`src/rtl/uart_pack_ctrl_if.sv`:
```
// Handshake and datapath bundle for uart_pack_ctrl.
// master: the sequencer; slave: UART rx/tx and the datapath.
interface uart_pack_ctrl_if #(
  parameter int DATA_BIT = 32
);
  logic [7:0]          i_rx_data;
  logic                i_rx_done_tick;
  logic                o_tx_start;
  logic [7:0]          o_tx_data;
  logic                i_tx_done_tick;
  logic [DATA_BIT-1:0] o_out_pattern;
  logic [DATA_BIT-1:0] o_freq_pattern;
  logic [7:0]          o_ctrl;
  logic                o_load;
  logic                i_done_tick;
  logic                o_err_tick;
  logic                o_busy;

  modport master (
    input  i_rx_data, i_rx_done_tick,
    input  i_tx_done_tick, i_done_tick,
    output o_tx_start, o_tx_data,
    output o_out_pattern, o_freq_pattern,
    output o_ctrl, o_load,
    output o_err_tick, o_busy
  );

  modport slave (
    output i_rx_data, i_rx_done_tick,
    output i_tx_done_tick, i_done_tick,
    input  o_tx_start, o_tx_data,
    input  o_out_pattern, o_freq_pattern,
    input  o_ctrl, o_load,
    input  o_err_tick, o_busy
  );
endinterface

```
`src/rtl/uart_pack_ctrl.sv`:
```
// UART pack sequencer: frames header/payload/checksum, loads the
// datapath, replies ACK/NAK. Ports: clk, rst, bus (master modport).
module uart_pack_ctrl #(
  parameter int          DATA_BIT = 32,
  parameter int          PACK_NUM = 9,
  parameter logic [7:0]  HEADER   = 8'hA5,
  parameter logic [7:0]  ACK_BYTE = 8'h06,
  parameter logic [7:0]  NAK_BYTE = 8'h15,
  parameter int          TIMEOUT  = 100000,
  parameter int          TO_BIT   = 17
) (
  input  logic clk,
  input  logic rst,
  uart_pack_ctrl_if.master bus
);

  localparam int CW = $clog2(PACK_NUM + 1);
  localparam int SW = PACK_NUM * 8;

  typedef enum logic [2:0] {
    IDLE, RECV, CHECK, LOAD, WAIT_DONE, REPLY
  } state_t;

  state_t            state;
  logic [CW-1:0]     count;
  logic [7:0]        chk;
  logic              chk_ok;
  logic [TO_BIT-1:0] timer;
  // Bytes shift in from the top, so byte 0 lands in [7:0].
  logic [SW-1:0]     shadow;

  wire       rx   = bus.i_rx_done_tick;
  wire [7:0] data = bus.i_rx_data;

  assign bus.o_busy = (state != IDLE);

  always_ff @(posedge clk) begin
    if (rst) begin
      state              <= IDLE;
      count              <= '0;
      chk                <= '0;
      chk_ok             <= 1'b0;
      timer              <= '0;
      shadow             <= '0;
      bus.o_tx_start     <= 1'b0;
      bus.o_tx_data      <= '0;
      bus.o_out_pattern  <= '0;
      bus.o_freq_pattern <= '0;
      bus.o_ctrl         <= '0;
      bus.o_load         <= 1'b0;
      bus.o_err_tick     <= 1'b0;
    end else begin
      bus.o_tx_start <= 1'b0;
      bus.o_load     <= 1'b0;
      bus.o_err_tick <= 1'b0;
      unique case (state)
        IDLE: begin
          if (rx && data == HEADER) begin
            state <= RECV;
            count <= '0;
            chk   <= '0;
            // timer holds cycles elapsed since the last tick
            timer <= TO_BIT'(1);
          end
        end
        RECV: begin
          if (rx) begin
            timer <= TO_BIT'(1);
            if (count == CW'(PACK_NUM)) begin
              chk_ok <= (data == chk);
              state  <= CHECK;
            end else begin
              shadow <= {data, shadow[SW-1:8]};
              chk    <= chk ^ data;
              count  <= count + 1'b1;
            end
          end else if (timer == TO_BIT'(TIMEOUT - 1)) begin
            bus.o_err_tick <= 1'b1;
            state          <= IDLE;
          end else begin
            timer <= timer + 1'b1;
          end
        end
        CHECK: begin
          if (chk_ok) begin
            bus.o_out_pattern  <= shadow[DATA_BIT-1:0];
            bus.o_freq_pattern <= shadow[2*DATA_BIT-1:DATA_BIT];
            bus.o_ctrl         <= shadow[SW-1 -: 8];
            bus.o_load         <= 1'b1;
            state              <= LOAD;
          end else begin
            bus.o_err_tick <= 1'b1;
            bus.o_tx_data  <= NAK_BYTE;
            bus.o_tx_start <= 1'b1;
            state          <= REPLY;
          end
        end
        LOAD: begin
          if (bus.o_ctrl[0]) begin
            state <= WAIT_DONE;
          end else begin
            bus.o_tx_data  <= ACK_BYTE;
            bus.o_tx_start <= 1'b1;
            state          <= REPLY;
          end
        end
        WAIT_DONE: begin
          if (bus.i_done_tick) begin
            bus.o_tx_data  <= ACK_BYTE;
            bus.o_tx_start <= 1'b1;
            state          <= REPLY;
          end
        end
        REPLY: begin
          if (bus.i_tx_done_tick) state <= IDLE;
        end
        default: state <= IDLE;
      endcase
    end
  end

endmodule

```
`src/flat_wrapper.sv`:
```
// flat-port wrapper written by rule: the top's interface ports become plain ports
module uart_pack_ctrl_flat 
#(
  parameter int          DATA_BIT = 32,
  parameter int          PACK_NUM = 9,
  parameter logic [7:0]  HEADER   = 8'hA5,
  parameter logic [7:0]  ACK_BYTE = 8'h06,
  parameter logic [7:0]  NAK_BYTE = 8'h15,
  parameter int          TIMEOUT  = 100000,
  parameter int          TO_BIT   = 17
)
  (clk, rst, bus_i_rx_data, bus_i_rx_done_tick, bus_i_tx_done_tick, bus_i_done_tick, bus_o_tx_start, bus_o_tx_data, bus_o_out_pattern, bus_o_freq_pattern, bus_o_ctrl, bus_o_load, bus_o_err_tick, bus_o_busy);
  uart_pack_ctrl_if #(.DATA_BIT(DATA_BIT)) bus_i ();
  input  logic clk;
  input  logic rst;
  input wire logic [$bits(bus_i.i_rx_data)-1:0] bus_i_rx_data;
  input wire logic [$bits(bus_i.i_rx_done_tick)-1:0] bus_i_rx_done_tick;
  input wire logic [$bits(bus_i.i_tx_done_tick)-1:0] bus_i_tx_done_tick;
  input wire logic [$bits(bus_i.i_done_tick)-1:0] bus_i_done_tick;
  output wire logic [$bits(bus_i.o_tx_start)-1:0] bus_o_tx_start;
  output wire logic [$bits(bus_i.o_tx_data)-1:0] bus_o_tx_data;
  output wire logic [$bits(bus_i.o_out_pattern)-1:0] bus_o_out_pattern;
  output wire logic [$bits(bus_i.o_freq_pattern)-1:0] bus_o_freq_pattern;
  output wire logic [$bits(bus_i.o_ctrl)-1:0] bus_o_ctrl;
  output wire logic [$bits(bus_i.o_load)-1:0] bus_o_load;
  output wire logic [$bits(bus_i.o_err_tick)-1:0] bus_o_err_tick;
  output wire logic [$bits(bus_i.o_busy)-1:0] bus_o_busy;
  assign bus_i.i_rx_data = bus_i_rx_data;
  assign bus_i.i_rx_done_tick = bus_i_rx_done_tick;
  assign bus_i.i_tx_done_tick = bus_i_tx_done_tick;
  assign bus_i.i_done_tick = bus_i_done_tick;
  assign bus_o_tx_start = bus_i.o_tx_start;
  assign bus_o_tx_data = bus_i.o_tx_data;
  assign bus_o_out_pattern = bus_i.o_out_pattern;
  assign bus_o_freq_pattern = bus_i.o_freq_pattern;
  assign bus_o_ctrl = bus_i.o_ctrl;
  assign bus_o_load = bus_i.o_load;
  assign bus_o_err_tick = bus_i.o_err_tick;
  assign bus_o_busy = bus_i.o_busy;
  uart_pack_ctrl #(.DATA_BIT(DATA_BIT), .PACK_NUM(PACK_NUM), .HEADER(HEADER), .ACK_BYTE(ACK_BYTE), .NAK_BYTE(NAK_BYTE), .TIMEOUT(TIMEOUT), .TO_BIT(TO_BIT)) u_core (.clk(clk), .rst(rst), .bus(bus_i));
endmodule
```
`config.mk`:
```
export PLATFORM = sky130hd
export DESIGN_NAME = uart_pack_ctrl_flat
export DESIGN_NICKNAME = d
export VERILOG_FILES = /design/src/rtl/uart_pack_ctrl_if.sv /design/src/rtl/uart_pack_ctrl.sv /design/src/flat_wrapper.sv
export SDC_FILE = /design/constraint.sdc
export NUM_CORES = 1
export LEC_CHECK = 0
export ABC_AREA = 1
export BUFFER_PORTS_ARGS = -buffer_cell sky130_fd_sc_hd__buf_2
export CAP_MARGIN = 0
export CORE_AREA = 10 10 155 157
export CTS_BUF_LIST = sky130_fd_sc_hd__clkbuf_8
export CTS_CLUSTER_SIZE = 14
export DETAILED_ROUTE_END_ITERATION = 6
export DIE_AREA = 0 0 165 167
export GPL_TIMING_DRIVEN = 0
export PLACE_DENSITY_LB_ADDON = 0.12
export REMOVE_ABC_BUFFERS = 1
export SYNTH_ARGS = -nofsm -noshare
export SYNTH_HDL_FRONTEND = slang
export SYNTH_SLANG_ARGS = --single-unit
```
`constraint.sdc`:
```
create_clock -name clk -period 2.2 [get_ports clk]
set_clock_uncertainty 0.2 [all_clocks]
set_input_delay 0.44 -clock clk [delete_from_list [all_inputs] [get_ports clk]]
set_output_delay 0.44 -clock clk [all_outputs]
set_load 0.01 [all_outputs]
```
* Word level (Yosys, flattened, before mapping)
Cells that the tools add are included.
W data, S select, Z words.
** Storage, ports and cells
- Bits in registers :: 188
- Bits in read-only memories :: 0
- Memories kept :: 0
- Logic and storage cells :: 83
- Input port bits :: 13
- Bits in latches :: 0
- RAM bits :: 0
- Output and inout port bits :: 84
** Operators by class
- Multipliers :: 0
- Reduce and logical (&&, ||, !) cells :: 13
- Shift operators :: 0
- Bitwise operators :: 3
- Add/subtract/negate cells :: 2
- Equal/unequal tests :: 19
- Mux-type cells :: 33
- $lt $le $gt $ge :: 0
- Div/mod/pow operators :: 0
** Operators with widths (number)
- $mux W17 :: 3
- $mux W8 :: 6
- $pmux W17 S2 :: 1
- $pmux W8 S3 :: 1
- $mux W3 :: 7
- $pmux W3 S6 :: 1
- $add A17 B1 Y17 const B :: 1
- $eq A17 B17 Y1 const B :: 1
- $pmux W8 S2 :: 1
- $mux W4 :: 3
- $ne A2 B2 Y1 const B :: 6
- $reduce_and A3 Y1 :: 3
- $eq A8 B8 Y1 :: 1
- $eq A8 B8 Y1 const B :: 1
- $pmux W4 S2 :: 1
- $reduce_and A4 Y1 :: 2
- $xor A8 B8 Y8 :: 1
- $mux W1 :: 7
- $eq A3 B2 Y1 const B :: 2
- $eq A3 B3 Y1 const B :: 2
- $ne A3 B2 Y1 const B :: 2
- $reduce_bool A3 Y1 :: 2
- $reduce_and A5 Y1 :: 1
- $add A4 B1 Y4 const B :: 1
- other kinds (12) :: 13

* Logic depth before layout (Yosys ltp)
Gate-level depths: netlist (run 1).
- Depth in word-level cells :: 4
- Gate-level depth with buffers :: 11
- Gate-level depth less buffers :: 11

* Worst setup path after synthesis (run 1)
Ideal clock, no wire load.
- Kind :: register to register
- Start point :: reg u_core.timer[0]
- End point :: reg u_core.state[0]
- Clock period less this slack :: 1.720 ns
- Stages on the path, launching flop included :: 11
- Buffers on the path :: 0
- Path slack :: 0.480 ns
- Required time :: 1.887 ns
- Library setup time :: 0.113 ns
- Arrival :: 1.407 ns
- Cells stage by stage :: dfxtp_1 ha_1 nand2_1 inv_1 nand2_1 nor2_2 nand3_1 nand2_1 nand2_1 nor2_1 nor2_1
** On the way
- Longest elaborated chain between the ends :: 3
** RTL lines
- from (decl) :: line uart_pack_ctrl.sv:28 : logic [TO_BIT-1:0] timer;
- from (signal assigned) :: line uart_pack_ctrl.sv:81 : timer <= timer + 1'b1;
- $eq A17 B17 Y1 :: line uart_pack_ctrl.sv:77 : end else if (timer == TO_BIT'(TIMEOUT - 1)) begin
- $ne A3 B2 Y1 (no line)
- $reduce_and A5 Y1 (no line)
- to (signal assigned) :: line uart_pack_ctrl.sv:71 : state <= CHECK;
- to (signal assigned) :: line uart_pack_ctrl.sv:79 : state <= IDLE;
- to (signal assigned) :: line uart_pack_ctrl.sv:90 : state <= LOAD;
- to (decl) :: line uart_pack_ctrl.sv:24 : state_t state;
Every way passes these cells.
A chain may end at the register's enable or synchronous reset.

* Worst setup path in the final report (run 1)
- Start point :: reg u_core.state[0]
- End point :: reg u_core.bus.o_tx_data[0]
** On the way
- Longest elaborated chain between the ends :: 3
- Elaborated cells between the ends (all ways) :: 9
- Those cells by class :: eq/ne: 6; mux: 1; reduce/logical: 2
** RTL lines
- from (signal assigned) :: line uart_pack_ctrl.sv:39 : state <= IDLE;
- from (signal assigned) :: line uart_pack_ctrl.sv:59 : state <= RECV;
- from (signal assigned) :: line uart_pack_ctrl.sv:71
- $eq A3 B2 Y1 / $eq A3 B3 Y1 (equally long branches) :: line uart_pack_ctrl.sv:56 : unique case (state)
- $ne A2 B2 Y1 (no line) / $reduce_bool A3 Y1 (equally long branches)
- $reduce_and A4 Y1 (no line)
- to (signal assigned) :: line uart_pack_ctrl.sv:46 : bus.o_tx_data <= '0;
- to (signal assigned) :: line uart_pack_ctrl.sv:93 : bus.o_tx_data <= NAK_BYTE;
- to (signal assigned) :: line uart_pack_ctrl.sv:102 : bus.o_tx_data <= ACK_BYTE;
- to (decl) :: line uart_pack_ctrl_if.sv:22 : output o_tx_start, o_tx_data,
Several ways; a longest one is shown, not always the timed one.

==> out/qor.csv, run 1 <==
metric,value,unit
status,"finished, final reports clean",
DR vias/cell,4.65,
remaining antenna violation count,0,
htree depth,4,
"Cell Area, Synth",7200,um^2
core area,20800,um^2
layout cells sized above 1,15.5,%
CP max stage cell,dfxtp_2,
ys flop type,dfxtp_1,
Total Routing Usage GR,14.0,%
sequential share of the synthesized area,50.9,%
# port buffers,92,
min cycle time layout,2.03,ns
met2 Use GR,22.5,%
initial antenna violation count,0,
gr busiest metal,met2,
"Distinct cells, synth",33,
"CTS clk-pin slew, worst paths",0.11,ns
drt total wl,19.4,mm
Bufs and invs on worst path,2,
ANT cells,0,
measured slew at the worst slew-check pin,0.551,ns
CTS sink count,183,
fraction of registers with async set/reset,0,%
number of buffers created by CTS,17,
crit start category,register,
yosys synthesis warning count,0,
die area,27600,um^2
Pwr per Cell Area,888,nW/um^2
CTS Root Buffer Type,clkbuf_8,
mean post-synth cell area,7.45,um^2
cts hold-fix bufs,0,
CTS tree,done,
final RePlAce weighted congestion,0.816,
Clock Latency Late Sink,0.46,ns
fin util,40.4,%
"area leader, netlist",dfxtp_1,
final hold vios,0,
fin nets,1053,
crit-path leading delay family,simple AND/OR/NAND/NOR gates,
WHS Path Cells,3,
crit-path cells,nor2_1 > nand2_1 > clkinvlp_4 > nand2_8 > nand3_1 > nor2_4 > inv_1 > nand2_1 > a21oi_1,
RSZ-0062 raised after global routing,no,
grt total ovfl,0,
first-pass GRT wire length,31.1,mm
post-synth top area share,50.9,%
DIE HEIGHT,167,um
"Req. time, crit path",2.33,ns
DRT iter0 DRCs,343,
endpoint type of the worst setup path,register,
Max Freq,492,MHz
GR Util met1,18.3,%
Setup Crit Path Kind,register to register,
Setup Total Neg Slack,0,ns
cell depth of the worst setup path,9,
fin. max-slew vios,0,
final setup vio count,0,
Worst Reg2Reg Path Length in Cells,9,
Initial Utilization,34.6,%
I/O Pins,97,
CTS max path bufs,2,
total power,7470,uW
Die X,165,um
class of the worst hold path,input port to register,
WP data arrival,2.17,ns
DRC violations left,0,
area delta synth->final,16.8,%
FILL cells,2320,
top post-synthesis cells by area,"dfxtp_1 (51%), nand2_1 (12%), nor2_1 (10%)",
period utilization,92.5,%
Final Non-Filler Cells,1325,
FP Rows,53,
"EDFF count, synth",0,
max incr delay on CP,0.41,ns
Placed Instances,1284,
Fin Hold WS,0.0707,ns
Leak Pwr,0.00325,uW
largest net degree at the start of global routing,75,
peak supply drop,0.361,mV
Crit path top cell by count,nand2_1,
"FF+latch count, synth",183,
WL per Instance,14.7,um
vias,6158,
post-DP HPWL,11.1,mm
CP max FO,20,
router iterations before antenna repair,4,
Worst slew margin,63.2,%
vias in the first global route,5709,
Max-Cap Viols,0,
Syn Inst Count,967,
met3 Track Usage GR,3.16,%
==> final cells by class <==
| cell class | instances | area (um^2) | share of cell area [%] |
|---|---|---|---|
| tap | 275 | 344 | 4.09 |
| clock buffer | 18 | 248 | 2.94 |
| inverter | 39 | 168 | 1.99 |
| timing repair buffer | 100 | 606 | 7.20 |
| clock inverter | 14 | 166 | 1.98 |
| multi-input combinational | 696 | 3210 | 38.2 |
| sequential | 183 | 3670 | 43.6 |
==> report_power, final <==
part           internal, uW  total [uW]  switching (uW)
registers              3670        3920             248
clock network          1070        2370            1300
logic                   428        1180             749
==> routing by layer <==
layer,routed length (um),vias to the layer above
li1,-,3245
met1,9640,2798
met4,244,0
met3,814,17
met5,0,-
met2,8730,98
==> cell families (layout without fill, tap and decap cells) <==
group | after synthesis | after routing | synth area share, %
and+or+nand+nor | 488 | 493 | 27.8
AOI/OAI and AO/OA | 185 | 185 | 13.0
DFF | 183 | 183 | 50.9
buffers and inverters | 96 | 171 | 6.46
xor gates and xnor gates | 11 | 11 | 1.34
adders and majority gates | 3 | 3 | 0.521
other | 1 | 4 | 0.0521
==> worst paths after layout <==
kind | start | to | slack [ns]
max | u_core.state[0]$_SDFFE_PP0P_ | u_core.bus.o_tx_data[0]$_SDFFE_PP0P_ | 0.17
min | bus_i_rx_data[0] | u_core.shadow[64]$_SDFFE_PP0P_ | 0.07
max reg2reg | u_core.state[0]$_SDFFE_PP0P_ | u_core.bus.o_tx_data[0]$_SDFFE_PP0P_ | 0.17
min reg2reg | u_core.shadow[59]$_SDFFE_PP0P_ | u_core.bus.o_freq_pattern[27]$_SDFFE_PP0N_ | 0.26
==> Yosys cell counts (all sizes together), types with 2 or more instances <==
master    n
nand2   233
nor2    201
dfxtp   183
a21oi   102
o21ai    79
inv      39
buf      31
clkbuf   26
nand3    22
nand4    15
nor3      9
xor2      7
or2       6
xnor2     4
ha        3
o21bai    2
==> cells in the final DEF (no fill, tap or decap), types with 3 or more instances in the layout <==
cell,count
nor2_1,197
inv_6,4
nand3_1,19
clkinvlp_4,3
conb_1,4
xnor2_1,4
buf_12,3
or2_0,4
nor3_1,9
dfxtp_2,3
buf_4,4
o21ai_1,11
a21oi_1,102
buf_2,91
inv_2,5
nand2_8,4
xor2_1,7
o21ai_0,68
nand2_4,4
inv_1,32
nand2_1,228
clkbuf_8,18
nand4_1,14
nor2_4,4
dfxtp_1,180
ha_1,3
==> worst min-delay path, cell delays in order <==
cell and delay (ns):
buf_2 0.11, o21ai_0 0.08, nor2_1 0.07
==> sequential cells by signal, indices dropped and copies added, names as in the netlist <==
name	count
u_core.bus.o_ctrl	8
u_core.bus.o_tx_data	3
u_core.bus.o_out_pattern	32
u_core.bus.o_tx_start	1
u_core.chk	8
u_core.shadow	72
u_core.state	3
u_core.timer	17
u_core.bus.o_err_tick	1
u_core.chk_ok	1
u_core.bus.o_freq_pattern	32
u_core.bus.o_load	1
u_core.count	4
==> through the flow <==
step / setup WS [ns] / area (um^2)
2_1_floorplan: -0.297 / 6900
3_3_place_gp: -3.07 / 7700
3_5_place_dp: -0.982 / 7790
4_1_cts: 0.0163 / 8340
5_1_grt: 0.00246 / 8410
6_report: 0.166 / 8410
==> timing repair <==
action                     in CTS  in global routing
gates resized for setup         9                 13
pin swaps                       3                  4
gates cloned                    5                  1
setup buffers                   2                  1
setup endpoints to repair     162                118
(Power assumes the default switching activity.)
==> inputs of run 2 (changes only) <==
--- a/config.mk
+++ b/config.mk
@@ -8,11 +8,11 @@
 export ABC_AREA = 1
 export BUFFER_PORTS_ARGS = -buffer_cell sky130_fd_sc_hd__buf_2
 export CAP_MARGIN = 0
-export CORE_AREA = 10 10 155 157
+export CORE_AREA = 2 2 105 208
 export CTS_BUF_LIST = sky130_fd_sc_hd__clkbuf_8
 export CTS_CLUSTER_SIZE = 14
 export DETAILED_ROUTE_END_ITERATION = 6
-export DIE_AREA = 0 0 165 167
+export DIE_AREA = 0 0 107 210
 export GPL_TIMING_DRIVEN = 0
 export PLACE_DENSITY_LB_ADDON = 0.12
 export REMOVE_ABC_BUFFERS = 1
==> run 2 against run 1 <==
Via count grew 2.8%. Die area is 18% lower. Sequential power hardly changed. Maximum frequency down 0.64%. Clock power is 14% higher. Design area grew 0.33%. Core utilization is 0.069 points lower. Largest power group unchanged. Highest routed layer unchanged.
==> out/qor.csv, run 2 (synthesis results as in run 1) <==
metric,value,unit
status,"finished, final reports clean",
DR vias/cell,4.80,
"Req. time, crit path",2.35,ns
FILL cells,2308,
number of buffers created by CTS,17,
peak supply drop,0.394,mV
DRT iter0 DRCs,266,
layout cells sized above 1,15.3,%
Leak Pwr,0.00328,uW
router iterations before antenna repair,4,
largest net degree at the start of global routing,78,
Setup Crit Path Kind,register to register,
most flop-heavy register,u_core.shadow,
ANT cells,0,
RSZ-0062 raised after global routing,no,
Clock Latency Late Sink,0.47,ns
Max Freq,488,MHz
# port buffers,92,
reg2reg end,u_core.count[0]$_SDFFE_PP0P_,
r2r setup slk,0.15,ns
Setup Total Neg Slack,0,ns
"CTS clk-pin slew, worst paths",0.09,ns
class of the worst hold path,input port to register,
min cycle time layout,2.05,ns
final hold vios,0,
Initial Utilization,34.4,%
DRC violations left,0,
Top Registers,"u_core.shadow: 72 flops, u_core.bus.o_freq_pattern: 32 flops, u_core.bus.o_out_pattern: 32 flops",
vias in the first global route,5734,
Fin Hold WS,0.0814,ns
CTS max path bufs,2,
final RePlAce weighted congestion,0.887,
endpoint type of the worst setup path,register,
die area,22500,um^2
grt total ovfl,0,
CTS Root Buffer Type,clkbuf_8,
final setup vio count,0,
DIE HEIGHT,210,um
first-pass GRT wire length,30.1,mm
Pwr per Cell Area,917,nW/um^2
Max-Cap Viols,0,
cts hold-fix bufs,0,
fin. max-slew vios,0,
Worst slew margin,49.7,%
measured slew at the worst slew-check pin,0.753,ns
vias,6328,
Die X,107,um
CTS sink count,183,
fin nets,1052,
WL per Instance,15.0,um
WHS Path Cells,3,
post-DP HPWL,11.4,mm
R2R Path Start,u_core.state[1]$_SDFFE_PP0P_,
htree depth,4,
remaining antenna violation count,0,
I/O Pins,97,
CTS tree,done,
Worst Reg2Reg Path Length in Cells,8,
WP data arrival,2.20,ns
Worst Hold End,u_core.shadow[68]$_SDFFE_PP0P_,
min-delay src,bus_i_rx_data[4],
Total Routing Usage GR,17.4,%
CP max FO,10,
core area,20900,um^2
initial antenna violation count,0,
drt total wl,19.8,mm
FP Rows,75,
"commonest non-fill, non-tap cell in the layout",nand2_1,
crit start category,register,
Largest register FFs,72,
"leading cell types in the layout, fill and taps excluded","nand2_1 (228), nor2_1 (198), dfxtp_1 (181)",
total power,7740,uW
area delta synth->final,17.2,%
period utilization,93.1,%
run 2: area by class of cell:
type                    instances  area, um^2  share of cell area (%)
well taps                     269         337                    3.99
multi-input cells             697        3210                    38.0
flip-flops and latches        183        3670                    43.4
repair buffers                 98         553                    6.55
clock buffers                  21         289                    3.42
inverters                      39         193                    2.28
clock inverters                11         194                    2.30
run 2: stage by stage:
step | util, % | cell area (um^2) | cells | worst slack [ns]
2_1_floorplan | - | 6900 | 913 | -0.297
3_3_place_gp | 36.8 | 7690 | 1274 | -3.09
3_5_place_dp | 37.0 | 7750 | 1276 | -1.02
4_1_cts | 39.8 | 8330 | 1312 | 0.0283
5_1_grt | 40.3 | 8440 | 1318 | 0.00465
6_report | 40.3 | 8440 | 1318 | 0.153
run 2: worst max-delay path by stage:
stage,start,to,depth (start not counted)
2_1_floorplan,u_core.state[0]$_SDFFE_PP0P_,u_core.bus.o_ctrl[1]$_SDFFE_PP0N_,7
3_3_place_gp,rst,u_core.timer[16]$_SDFFE_PP0P_,6
3_5_place_dp,u_core.state[0]$_SDFFE_PP0P_,u_core.bus.o_freq_pattern[15]$_SDFFE_PP0N_,7
4_1_cts,u_core.timer[0]$_SDFFE_PP0P_,u_core.state[0]$_SDFFE_PP0P_,10
5_1_grt,rst,u_core.timer[10]$_SDFFE_PP0P_,7
6_report,u_core.state[1]$_SDFFE_PP0P_,u_core.count[0]$_SDFFE_PP0P_,8
run 2: metal layers:
metal  wire length, um  up-vias  track usage [%]
met1              7960     2934             18.9
met2             10700      115             31.9
met4               535        0             7.21
met5                 0        -                0
li1                  -     3255                -
met3               613       24             4.17
run 2: timing repair:
item | in CTS | in global routing
endpoints found under the setup margin | 162 | 129
pin swaps | 3 | 4
setup buffers | 1 | 3
gates cloned | 3 | 3
resized for setup | 13 | 8
run 2: report_power, final:
part           internal, uW  leakage (uW)  switching, uW  total [uW]
logic                   381       0.00156            749        1130
clock network          1480      0.000236           1210        2690
registers              3670       0.00148            248        3920
total                  5530       0.00328           2210        7740
run 2: worst max-delay path: stages, from the launching register on:
cell and delay, ns:
dfxtp_1 0.36, inv_1 0.13, nand3_4 0.18, nor2_4 0.31
nand2_8 0.19, nand2_1 0.21, inv_2 0.13, o21ai_0 0.16
a21oi_1 0.06
